$ cat config.mk
export PLATFORM = sky130hd
export DESIGN_NAME = pipe_stage_ctrl
export DESIGN_NICKNAME = d
export VERILOG_FILES = /design/src/rtl/pipe_ctrl_pkg.sv /design/src/rtl/pipe_stage_ctrl_sat_counter.sv /design/src/rtl/pipe_stage_ctrl.sv
export SDC_FILE = /design/constraint.sdc
export NUM_CORES = 1
export LEC_CHECK = 0
export ABC_AREA = 1
export CAP_MARGIN = 20
export CORE_UTILIZATION = 44
export CTS_CLUSTER_SIZE = 30
export DETAILED_ROUTE_END_ITERATION = 7
export PLACE_DENSITY = 0.78
export REMOVE_ABC_BUFFERS = 1
export SYNTH_ARGS = -nofsm -noshare
export SYNTH_HDL_FRONTEND = slang
export SYNTH_SLANG_ARGS = --single-unit
export TNS_END_PERCENT = 100
$ cat constraint.sdc
create_clock -name clk -period 2.4 [get_ports clk]
set_clock_uncertainty 0.05 [all_clocks]
set_input_delay 0.24 -clock clk [delete_from_list [all_inputs] [get_ports clk]]
set_output_delay 0.24 -clock clk [all_outputs]
set_load 0.005 [all_outputs]
$ cat src/rtl/pipe_ctrl_pkg.sv
// Shared definitions for the pipeline register bank: bubble encoding,
// per-stage load selection and small width/count helpers.
package pipe_ctrl_pkg;

  // Upper bound on STAGES accepted by the popcount helper.
  localparam int MAX_STAGES = 64;

  // A bubble is an invalid entry whose payload is forced to zero.
  localparam logic BUBBLE_VLD = 1'b0;

  // What a stage register captures on the next enabled edge.
  typedef enum logic [1:0] {
    SEL_HOLD   = 2'd0,
    SEL_LOAD   = 2'd1,
    SEL_SHIFT  = 2'd2,
    SEL_BUBBLE = 2'd3
  } stage_sel_e;

  // Index width for addressing STAGES entries, never narrower than 1 bit.
  function automatic int idx_w(input int n);
    return (n <= 2) ? 1 : $clog2(n);
  endfunction

  // Number of set bits in a valid vector (caller zero-extends).
  function automatic int unsigned popcount(input logic [MAX_STAGES-1:0] v);
    int unsigned c;
    c = 0;
    for (int i = 0; i < MAX_STAGES; i++) begin
      c += 32'(v[i]);
    end
    return c;
  endfunction

endpackage

$ cat src/rtl/pipe_stage_ctrl_sat_counter.sv
// Saturating up-counter: sticks at all-ones instead of wrapping.
module sat_counter #(
  parameter int CNT_W = 16
) (
  input  logic             clk,
  input  logic             srst,
  input  logic             en,
  input  logic             inc,
  output logic [CNT_W-1:0] cnt
);

  logic [CNT_W-1:0] cnt_d, cnt_q;

  // Next count: step only when enabled, requested and not yet saturated.
  always_comb begin
    cnt_d = cnt_q;
    if (en && inc && (cnt_q != '1)) begin
      cnt_d = cnt_q + CNT_W'(1);
    end
  end

  // Count register with synchronous clear.
  always_ff @(posedge clk) begin
    if (srst) begin
      cnt_q <= '0;
    end else begin
      cnt_q <= cnt_d;
    end
  end

  assign cnt = cnt_q;

endmodule

$ cat src/rtl/pipe_stage_ctrl.sv
// Parametrised pipeline register bank with per-stage valid bits, stall with
// bubble insertion behind the frozen stages, and partial flush of the young end.
module pipe_stage_ctrl
  import pipe_ctrl_pkg::*;
#(
  parameter int DATA_W   = 32,
  parameter int STAGES   = 4,
  parameter int STALL_AT = 0,
  parameter int CNT_W    = 16,
  localparam int IDX_W   = idx_w(STAGES)
) (
  input  logic                     clk,
  input  logic                     srst,
  input  logic                     enable,
  input  logic                     in_valid,
  input  logic [DATA_W-1:0]        in_data,
  output logic                     in_ready,
  input  logic                     stall_req,
  input  logic                     flush_req,
  input  logic [IDX_W-1:0]         flush_upto,
  output logic [STAGES-1:0]        stage_valid,
  output logic [STAGES*DATA_W-1:0] stage_data,
  output logic                     out_valid,
  output logic [DATA_W-1:0]        out_data,
  output logic [IDX_W:0]           occupancy,
  output logic [CNT_W-1:0]         bubble_cnt,
  output logic [CNT_W-1:0]         flush_cnt
);

  localparam int OCC_W = IDX_W + 1;
  // A stall point at the last stage freezes the whole bank with no bubble.
  localparam bit STALL_MAKES_BUBBLE = (STALL_AT < STAGES - 1);

  stage_sel_e sel [STAGES];
  int         flush_lim;

  // Per-stage load selection; priority flush > stall > advance, all gated by enable.
  always_comb begin
    flush_lim = int'(flush_upto);
    if (flush_lim > STAGES - 1) begin
      flush_lim = STAGES - 1;
    end
    for (int k = 0; k < STAGES; k++) begin
      sel[k] = SEL_HOLD;
      if (enable) begin
        if (flush_req) begin
          // Squashed stages plus the one behind them become bubbles; older ones move on.
          sel[k] = (k <= flush_lim + 1) ? SEL_BUBBLE : SEL_SHIFT;
        end else if (stall_req) begin
          if (!STALL_MAKES_BUBBLE || k <= STALL_AT) begin
            sel[k] = SEL_HOLD;
          end else if (k == STALL_AT + 1) begin
            sel[k] = SEL_BUBBLE;
          end else begin
            sel[k] = SEL_SHIFT;
          end
        end else begin
          sel[k] = (k == 0) ? SEL_LOAD : SEL_SHIFT;
        end
      end
    end
  end

  for (genvar k = 0; k < STAGES; k++) begin : g_stage
    logic              vld_d, vld_q;
    logic [DATA_W-1:0] dat_d, dat_q;
    logic              prev_vld;
    logic [DATA_W-1:0] prev_dat;

    if (k == 0) begin : g_head
      // An invalid input enters as a bubble with its payload zeroed.
      assign prev_vld = in_valid;
      assign prev_dat = in_valid ? in_data : '0;
    end else begin : g_body
      assign prev_vld = stage_valid[k-1];
      assign prev_dat = stage_data[(k-1)*DATA_W +: DATA_W];
    end

    // Stage next-state from the selection made above.
    always_comb begin
      vld_d = vld_q;
      dat_d = dat_q;
      case (sel[k])
        SEL_BUBBLE: begin
          vld_d = BUBBLE_VLD;
          dat_d = '0;
        end
        SEL_LOAD, SEL_SHIFT: begin
          vld_d = prev_vld;
          dat_d = prev_dat;
        end
        default: ;
      endcase
    end

    // Stage register; reset clears both valid and payload.
    always_ff @(posedge clk) begin
      if (srst) begin
        vld_q <= 1'b0;
        dat_q <= '0;
      end else begin
        vld_q <= vld_d;
        dat_q <= dat_d;
      end
    end

    assign stage_valid[k]                = vld_q;
    assign stage_data[k*DATA_W +: DATA_W] = dat_q;
  end

  assign out_valid = stage_valid[STAGES-1];
  assign out_data  = stage_data[(STAGES-1)*DATA_W +: DATA_W];
  assign occupancy = OCC_W'(popcount(MAX_STAGES'(stage_valid)));

  // Input is taken whenever the bank moves at the young end; during a flush it is taken and dropped.
  assign in_ready = enable & (~stall_req | flush_req);

  logic bubble_inc;
  logic flush_inc;

  assign bubble_inc = stall_req & ~flush_req & STALL_MAKES_BUBBLE;
  assign flush_inc  = flush_req;

  sat_counter #(.CNT_W(CNT_W)) u_bubble_cnt (
    .clk  (clk),
    .srst (srst),
    .en   (enable),
    .inc  (bubble_inc),
    .cnt  (bubble_cnt)
  );

  sat_counter #(.CNT_W(CNT_W)) u_flush_cnt (
    .clk  (clk),
    .srst (srst),
    .en   (enable),
    .inc  (flush_inc),
    .cnt  (flush_cnt)
  );

endmodule
==> results of run 1 <==
[critical path, delay by kind of cell (launching register included)]
kind / cells / cell delay (ps)
buffers and inverters: 3 / 310
adder cells (fa/ha/maj): 3 / 970
flip-flops: 1 / 320
[sequential cells by signal, indices dropped and copies added, names as in the netlist]
name / cells
u_bubble_cnt.cnt: 16
g_stage.dat_q: 96
out_valid: 1
g_stage.vld_q: 3
out_data: 32
u_flush_cnt.cnt: 16
[what timing repair did]
| action | in CTS | in global routing |
|---|---|---|
| resized for setup | 6 | 1 |
| endpoints found under the setup margin | 3 | 1 |
| buffers inserted | 2 | 1 |
[path summary, 6_finish.rpt]
check | startpoint | to | cells past startpoint
worst max-delay path | out_valid | occupancy[1] | 6
worst min-delay path | srst | out_data[24] | 2
worst max register to register | u_bubble_cnt.cnt[0] | u_bubble_cnt.cnt[15] | 6
worst min register to register | out_data[24] | out_data[24] | 2
[power by group through the flow]
| stage | combinational (mW) | sequential [mW] | clock, mW |
|---|---|---|---|
| after global routing | 0.432 | 2.77 | 2.84 |
| after detailed placement | 0.398 | 2.83 | 0 |
| after CTS | 0.400 | 2.77 | 2.72 |
| final | 0.398 | 2.77 | 2.69 |
| after floorplan | 0.127 | 2.83 | 0 |
| after global placement | 0.396 | 2.83 | 0 |
[synth_stat cells, drive strengths merged]
cell / number / share of area
ha: 5 / 0.0092
buf: 56 / 0.057
nand3: 104 / 0.080
nor2: 83 / 0.050
fa: 1 / 0.0029
clkbuf: 34 / 0.019
nand3b: 2 / 0.0022
nor3: 4 / 0.0044
and2: 1 / 0.00092
o21ai: 1 / 0.00073
a21oi: 160 / 0.12
nand2: 275 / 0.15
nand4: 4 / 0.0037
dfxtp: 164 / 0.48
o21bai: 1 / 0.0011
inv: 31 / 0.017
[logic make-up after synthesis]
group	count (synthesis)	share of synthesized area
adder cells (fa/ha/maj)	6	0.0121
buffers and inverters	121	0.0932
flip-flops	164	0.480
AO/OA/AOI/OAI	162	0.120
AND/OR/NAND/NOR	473	0.295
[final cells by class]
cell class | count | area, sq um | share of cell area
clock buffers | 25 | 485 | 0.0498
clock inverters | 7 | 95.1 | 0.00976
inverters | 31 | 116 | 0.0119
multi-input cells | 641 | 2930 | 0.300
flip-flops and latches | 164 | 3290 | 0.337
well taps | 188 | 235 | 0.0241
repair buffers | 261 | 2600 | 0.267
[layer usage]
layer,GRT usage,vias up,share of wire
met1,0.313,3100,0.44
met3,0.0502,42,0.046
li1,-,3366,-
met5,0,-,0
met4,0.125,0,0.034
met2,0.427,210,0.48
==> results by group, run 1 <==
Logic synthesis
  • Synth Register Bits: 164
  • Area of the mapped netlist: 6840 sq um
  • Synth Warn #: 0
  • Synth Instances: 926
  • Seq/Total Area, Yosys: 0.480
  • Syn Area/Cell: 7.38 sq um
  • Distinct cell type count after synthesis: 28

Drt
  • Post-route ant nets: 0
  • DR WL/cell: 15.2 um
  • Initial drt markers: 388
  • Post-Route WL: 20.0 mm
  • DRT Pass-1 Iters: 5
  • Vias post-DR: 6,718
  • Post-DR vias/cell: 5.10
  • DR DRC count: 0

Placement
  • Area post-placement: 9140 sq um
  • GPL Wtd Cong: 0.833
  • PortBufs: 240
  • Dpl cells: 1,282
  • Pre-CTS setup slack: 174 ps
  • DPL Wire Length: 13.6 mm

Worst setup path
  • Startpoint types: register
  • CP Class: reg2out
  • Worst path cell trace: inv_1, fa_1, inv_1, ha_1, ha_1, clkdlybuf4s15_1
  • CP required: 2110 ps
  • Crit path max fanout: 2
  • Critical Path AT: 2020 ps
  • Worst path slowest cell: fa_1
  • R2R Setup Slk: 680 ps
  • Max incr delay on CP: 530 ps
  • Capturing element type of the critical path: primary output

Timing
  • RSZ-0062 raised after global routing: false
  • Final hold violation count: 0
  • Final hold slack: 133 ps
  • Setup slack after layout: 90.9 ps
  • Worst Tran Pin Value: 446 ps
  • Fmax: 433 MHz
  • Rel. slew slack: 0.702
  • Slew Limit Fails: 0
  • Setup_tns: 0 ps
  • Final period util: 0.962
  • Tmin final: 2310 ps
  • Setup violators final: 0

Power and ir drop
  • Switching Fraction: 0.226
  • Reg power frac: 0.473
  • Pleak: 3.33 nW
  • Final Power: 5.86 mW
  • Clock Power Share: 0.459
  • P_sw: 1.33 mW
  • PD cells: 601 nW/um^2
  • Pint: 4.53 mW
  • Combinational share of power: 0.068
  • Peak supply drop: 464 uV

Layout
  • Share of cells above drive strength 1: 0.0682
  • Non-filler cells, final: 1,317
  • Layout Nets: 1,162
  • Diode count: 0
  • Syn-to-layout area delta: 42.6%
  • Fin util: 0.641
  • Design area: 9740 sq um
  • Most frequent cells in the layout: 271 x nand2_1, 235 x clkdlybuf4s50_1, 161 x dfxtp_1
  • # fillers: 1,368
  • Commonest non-fill, non-tap cell in the layout: nand2_1

Hold path
  • Hold WC Path Type: in2reg

Clock network
  • Clock transition at path regs: 60 ps
  • H-tree levels: 4
  • Clk root buf: clkbuf_16
  • Maximum clock path buffer count: 2
  • # clock sinks: 164
  • Hold Buf Count CTS: 0
  • TritonCTS clock tree: done
  • CTS buffer count: 17
  • Skew-Pair Late Insertion Delay: 420 ps

Floorplan
  • Starting density of the core: 0.450
  • CORE AREA: 15,200 sq um
  • Die height: 127 um
  • Die area: 16,000 sq um
  • Die width: 127 um
  • Placement row count: 45
  • Ports: 241

Global route
  • Initial antenna violation count: 0
  • Gr ovfl total: 0
  • Vias in the first global route: 6,195
  • First-pass GRT wire length: 32.1 mm
  • Largest net degree at the start of global routing: 94
  • GRT Total Usage: 0.254

Flow run
  • Max cap viols: 0

Run status
  • Status: finished clean
Power figures use the tool's default switching activity.
==> inputs of run 2 (changes only) <==
PLACE_DENSITY = 0.88   (was 0.78)
SETUP_SLACK_MARGIN = 0.3   (was not set)
==> run 2 against run 1 <==
  * Critical path depth did not move
  * Fmax rose by 4.6%
  * First-iteration DRC count rose by 36%
  * Final area fell by 0.26%
  * Sequential power barely moved
  * Total power fell by 1.2%
  * Die area did not move
  * Clock-buffer cell count fell by 5
  * Non-clock buffer count fell by 5
  * Core utilization fell by 0.16 points
  * Clock power fell by 2%
  * Highest routed layer unchanged
==> results by group, run 2 (same netlist as run 1, synthesis figures left out) <==
Drt
  • DR DRC count: 0
  • Post-route ant nets: 0
  • DR WL/cell: 15.5 um
  • Post-DR vias/cell: 5.19
  • Vias post-DR: 6,803
  • Initial drt markers: 528
  • DRT Pass-1 Iters: 5
  • Post-Route WL: 20.4 mm

Timing
  • Final hold violation count: 0
  • Slew Limit Fails: 0
  • Tmin final: 2210 ps
  • Final period util: 0.920
  • Worst Tran Pin Value: 604 ps
  • Fmax: 453 MHz
  • RSZ-0062 raised after global routing: true
  • Rel. slew slack: 0.597
  • Setup violators final: 0

Worst setup path
  • Startpoint types: register
  • Crit-path leading delay family: adder cells
  • Beginning of the critical path: g_stage[2].vld_q
  • RR Startpoint: u_bubble_cnt.cnt[0]
  • Worst path slowest cell: fa_1
  • R2R Setup Slk: 660 ps
  • FF-to-FF path depth: 6
  • Crit path max fanout: 2
  • CP required: 2110 ps
  • Worst flop-to-flop path endpoint: u_bubble_cnt.cnt[15]
  • CP Capture Point: occupancy[1]
  • Crit path buffers/inverters: 3
  • Max incr delay on CP: 540 ps
  • Most common cell type on the critical path: ha_4
  • Worst path depth: 6
  • Capturing element type of the critical path: primary output
  • CP Class: reg2out
  • Worst path cell trace: inv_2, fa_1, inv_1, ha_4, ha_4, buf_6
  • Critical Path AT: 1920 ps

Floorplan
  • CORE AREA: 15,200 sq um
  • Die width: 127 um
  • Placement row count: 45
  • Die area: 16,000 sq um
  • Die height: 127 um
  • Ports: 241
  • Starting density of the core: 0.450

Global route
  • First-pass GRT wire length: 31.8 mm
  • GRT Total Usage: 0.255
  • Largest net degree at the start of global routing: 134
  • Gr ovfl total: 0
  • Initial antenna violation count: 0
  • Vias in the first global route: 6,159

Power and ir drop
  • P_sw: 1.40 mW
  • Peak supply drop: 460 uV
  • Final Power: 5.79 mW
  • Pleak: 3.29 nW
  • PD cells: 596 nW/um^2
  • Clock Power Share: 0.453
  • Pint: 4.39 mW
  • Switching Fraction: 0.242
  • Combinational share of power: 0.068
  • Reg power frac: 0.478

Layout
  • # fillers: 1,248
  • Design area: 9720 sq um
  • Max FFs per register: 96
  • Layout Nets: 1,157
  • Most frequent cells in the layout: 271 x nand2_1, 235 x clkdlybuf4s50_1, 161 x dfxtp_1
  • Diode count: 0
  • Most flops, register: g_stage.dat_q
  • Share of cells above drive strength 1: 0.0730
  • Syn-to-layout area delta: 42.2%
  • Commonest non-fill, non-tap cell in the layout: nand2_1

Placement
  • PortBufs: 240
  • GPL Wtd Cong: 0.892
  • Area post-placement: 9100 sq um
  • DPL Wire Length: 13.6 mm

Clock network
  • Skew-Pair Late Insertion Delay: 430 ps
  • Clk root buf: clkbuf_16
  • # clock sinks: 164
  • H-tree levels: 4
  • Clock transition at path regs: 60 ps
  • CTS buffer count: 17
  • TritonCTS clock tree: done
  • Hold Buf Count CTS: 0
  • Maximum clock path buffer count: 2

Run status
  • Status: finished clean

Flow run
  • Max cap viols: 0

Hold path
  • Hold path cells: 5
  • Hold WC Path Type: in2reg
## run 2: layer usage
metal,vias to the layer above,GRT usage,share of wire
li1,3348,-,-
met4,0,0.133,0.036
met5,-,0,0
met3,48,0.0599,0.064
met2,264,0.430,0.49
met1,3143,0.301,0.41
## run 2: layout make-up
class,instances,area (sq um),area share
inverter,31,116,0.0120
clock inverter,12,121,0.0125
clock buffer,20,447,0.0460
timing repair buffer,256,2560,0.264
tap,188,235,0.0242
sequential,164,3290,0.338
multi-input combinational,641,2950,0.304
## run 2: worst min path at each step
stage	slack, ps	from	end
after floorplan	260	srst	g_stage[0].dat_q[0]
after global placement	410	g_stage[1].dat_q[26]	g_stage[2].dat_q[26]
after detailed placement	410	g_stage[1].dat_q[26]	g_stage[2].dat_q[26]
after CTS	290	in_data[21]	g_stage[0].dat_q[21]
after global routing	310	enable	g_stage[2].dat_q[7]
final	310	srst	u_bubble_cnt.cnt[8]
## run 2: metrics by stage
| stage | TNS, ps | util | hold slack [ps] | worst slack (ps) | instances |
|---|---|---|---|---|---|
| after floorplan | -3720 | - | 259 | -115 | 836 |
| after global placement | 0 | 0.599 | 410 | 216 | 1277 |
| after detailed placement | 0 | 0.599 | 415 | 139 | 1277 |
| after CTS | 0 | 0.639 | 295 | 205 | 1312 |
| after global routing | 0 | 0.639 | 306 | 138 | 1312 |
| final | 0 | 0.639 | 312 | 192 | 1312 |
## run 2: power by group through the flow
| stage | Combinational, mW | Sequential, mW | Clock [mW] |
|---|---|---|---|
| floorplan | 0.127 | 2.83 | 0 |
| global placement | 0.388 | 2.83 | 0 |
| detailed placement | 0.391 | 2.83 | 0 |
| CTS | 0.395 | 2.77 | 2.68 |
| global route | 0.426 | 2.77 | 2.79 |
| finish | 0.395 | 2.77 | 2.63 |
## run 2: timing repair
| action | CTS | global route |
|---|---|---|
| setup endpoints to repair | 3 | 3 |
| setup buffers | 3 | 0 |
| resized for setup | 21 | 1 |
| pin swaps | 2 | 0 |
| cloned | 0 | 0 |
## run 2: worst reg2reg max path, stage by stage (launching register included)
cell and delay, ps:
dfxtp_1 450, ha_1 230, nand3_2 150, nor2_4 190, nand3_4 260, a21oi_1 240
nor2_1 60
==> inputs of run 3 (changes only) <==
clock period = 2.77 ns   (was 2.4 ns; I/O delays follow)
==> run 3 against run 2 <==
  * Flip-flop and latch count is the same
  * Setup slack better by 210 ps
  * Via count up 0.57%
  * Combinational power decreased by 14%
  * Clock-buffer cell count is 2 lower
  * Final cell count grew 0.15%
  * Register-to-register slack better by 360 ps
  * First-iteration DRC count shrank 12%
  * Highest routed layer unchanged
==> results by group, run 3 (same netlist as run 1, synthesis figures left out) <==
Worst setup path
  • Critical Path AT: 2040 ps
  • CP required: 2440 ps
  • CP Class: reg2out
  • Startpoint types: register
  • Capturing element type of the critical path: primary output
  • Crit path max fanout: 2

Floorplan
  • Die width: 127 um
  • CORE AREA: 15,200 sq um
  • Starting density of the core: 0.450
  • Die height: 127 um
  • Die area: 16,000 sq um
  • Placement row count: 45
  • Ports: 241

Global route
  • First-pass GRT wire length: 31.4 mm
  • Gr ovfl total: 0
  • GRT Total Usage: 0.249
  • Largest net degree at the start of global routing: 67
  • Vias in the first global route: 6,116
  • Initial antenna violation count: 0

Layout
  • Most flops, register: g_stage.dat_q
  • Design area: 9720 sq um
  • # fillers: 1,297
  • Layout Nets: 1,160
  • Commonest non-fill, non-tap cell in the layout: nand2_1
  • Diode count: 0
  • Most frequent cells in the layout: 271 x nand2_1, 235 x clkdlybuf4s50_1, 161 x dfxtp_1
  • Fin util: 0.639
  • Share of cells above drive strength 1: 0.0693
  • Max FFs per register: 96
  • Syn-to-layout area delta: 42.1%

Clock network
  • CTS buffer count: 17
  • Clk root buf: clkbuf_16
  • Maximum clock path buffer count: 2
  • Clock transition at path regs: 60 ps
  • TritonCTS clock tree: done
  • # clock sinks: 164
  • Skew-Pair Late Insertion Delay: 420 ps
  • H-tree levels: 4
  • Hold Buf Count CTS: 0

Timing
  • Setup_tns: 0 ps
  • Tmin final: 2370 ps
  • Slew Limit Fails: 0
  • Final hold violation count: 0
  • Worst Tran Pin Value: 997 ps
  • Rel. slew slack: 0.334
  • Final period util: 0.856
  • Fmax: 422 MHz
  • RSZ-0062 raised after global routing: false
  • Setup violators final: 0
  • Final hold slack: 263 ps

Drt
  • Vias post-DR: 6,842
  • Initial drt markers: 463
  • DR DRC count: 0
  • Post-Route WL: 20.2 mm
  • DR WL/cell: 15.4 um
  • DRT Pass-1 Iters: 5
  • Post-route ant nets: 0
  • Post-DR vias/cell: 5.21

Placement
  • Area post-placement: 9090 sq um
  • PortBufs: 240
  • GPL Wtd Cong: 0.903
  • DPL Wire Length: 14.2 mm

Hold path
  • Hold WC Path Type: in2reg

Power and ir drop
  • Pleak: 3.34 nW
  • PD cells: 531 nW/um^2
  • Final Power: 5.16 mW
  • Peak supply drop: 552 uV

Flow run
  • Max cap viols: 0

Run status
  • Status: finished clean
==> run 3: changes by cell type in the layout (fill, tap and decap cells not counted), sizes merged <==
cell / delta
clkbuf: -2
clkdlybuf4s15: +1
clkinvlp: -2
dlymetal6s2s: +1
inv: +1
bufinv: +2
dlygate4sd2: +1
==> run 3: repair_timing <==
item                                   4_1_cts  5_1_grt
buffers inserted                             1        2
cloned                                       0        0
setup endpoints to repair                    3        2
endpoints found under the hold margin        0        0
gates resized for setup                      5        2
==> run 3: area by class of cell <==
| class | instances | area (sq um) | share of cell area |
|---|---|---|---|
| tap | 188 | 235 | 0.0242 |
| clock buffer | 18 | 429 | 0.0442 |
| clock inverter | 13 | 171 | 0.0176 |
| timing repair buffer | 259 | 2550 | 0.263 |
| inverter | 31 | 116 | 0.0120 |
| multi-input combinational | 641 | 2930 | 0.301 |
| sequential | 164 | 3290 | 0.338 |
==> run 3: metrics by stage <==
stage | std cells | worst slack [ps]
2_1_floorplan | 836 | 218
3_3_place_gp | 1280 | 549
3_5_place_dp | 1280 | 454
4_1_cts | 1312 | 301
5_1_grt | 1314 | 331
6_report | 1314 | 398
==> run 3: power by group <==
| part | internal, mW | leakage (nW) | total [mW] | switching (mW) |
|---|---|---|---|---|
| registers | 2.38 | 1.32 | 2.40 | 0.0208 |
| logic | 0.138 | 1.72 | 0.338 | 0.200 |
| clock network | 1.43 | 0.294 | 2.42 | 0.985 |
| total | 3.95 | 3.34 | 5.16 | 1.21 |
==> run 3: final timing paths <==
kind,cells after the start,start,slack (ps),to
worst max-delay path,6,out_valid,400,occupancy[1]
worst min-delay path,2,srst,260,out_data[2]
worst max register to register,7,u_bubble_cnt.cnt[0],1020,u_bubble_cnt.cnt[1]
worst min register to register,2,g_stage[0].dat_q[0],420,g_stage[0].dat_q[0]
==> run 3: critical path, stage by stage (launching register included) <==
cell	delay (ps)
dfxtp_2	340
inv_1	60
fa_1	530
inv_1	40
ha_1	170
ha_1	280
clkdlybuf4s15_1	210
==> run 3: per-layer routing <==
metal / up-vias / wire length, um / GRT usage
li1: 3356 / - / -
met1: 3154 / 8420 / 0.299
met2: 290 / 9830 / 0.425
met3: 42 / 1350 / 0.0666
met4: 0 / 617 / 0.0992
met5: - / 0 / 0
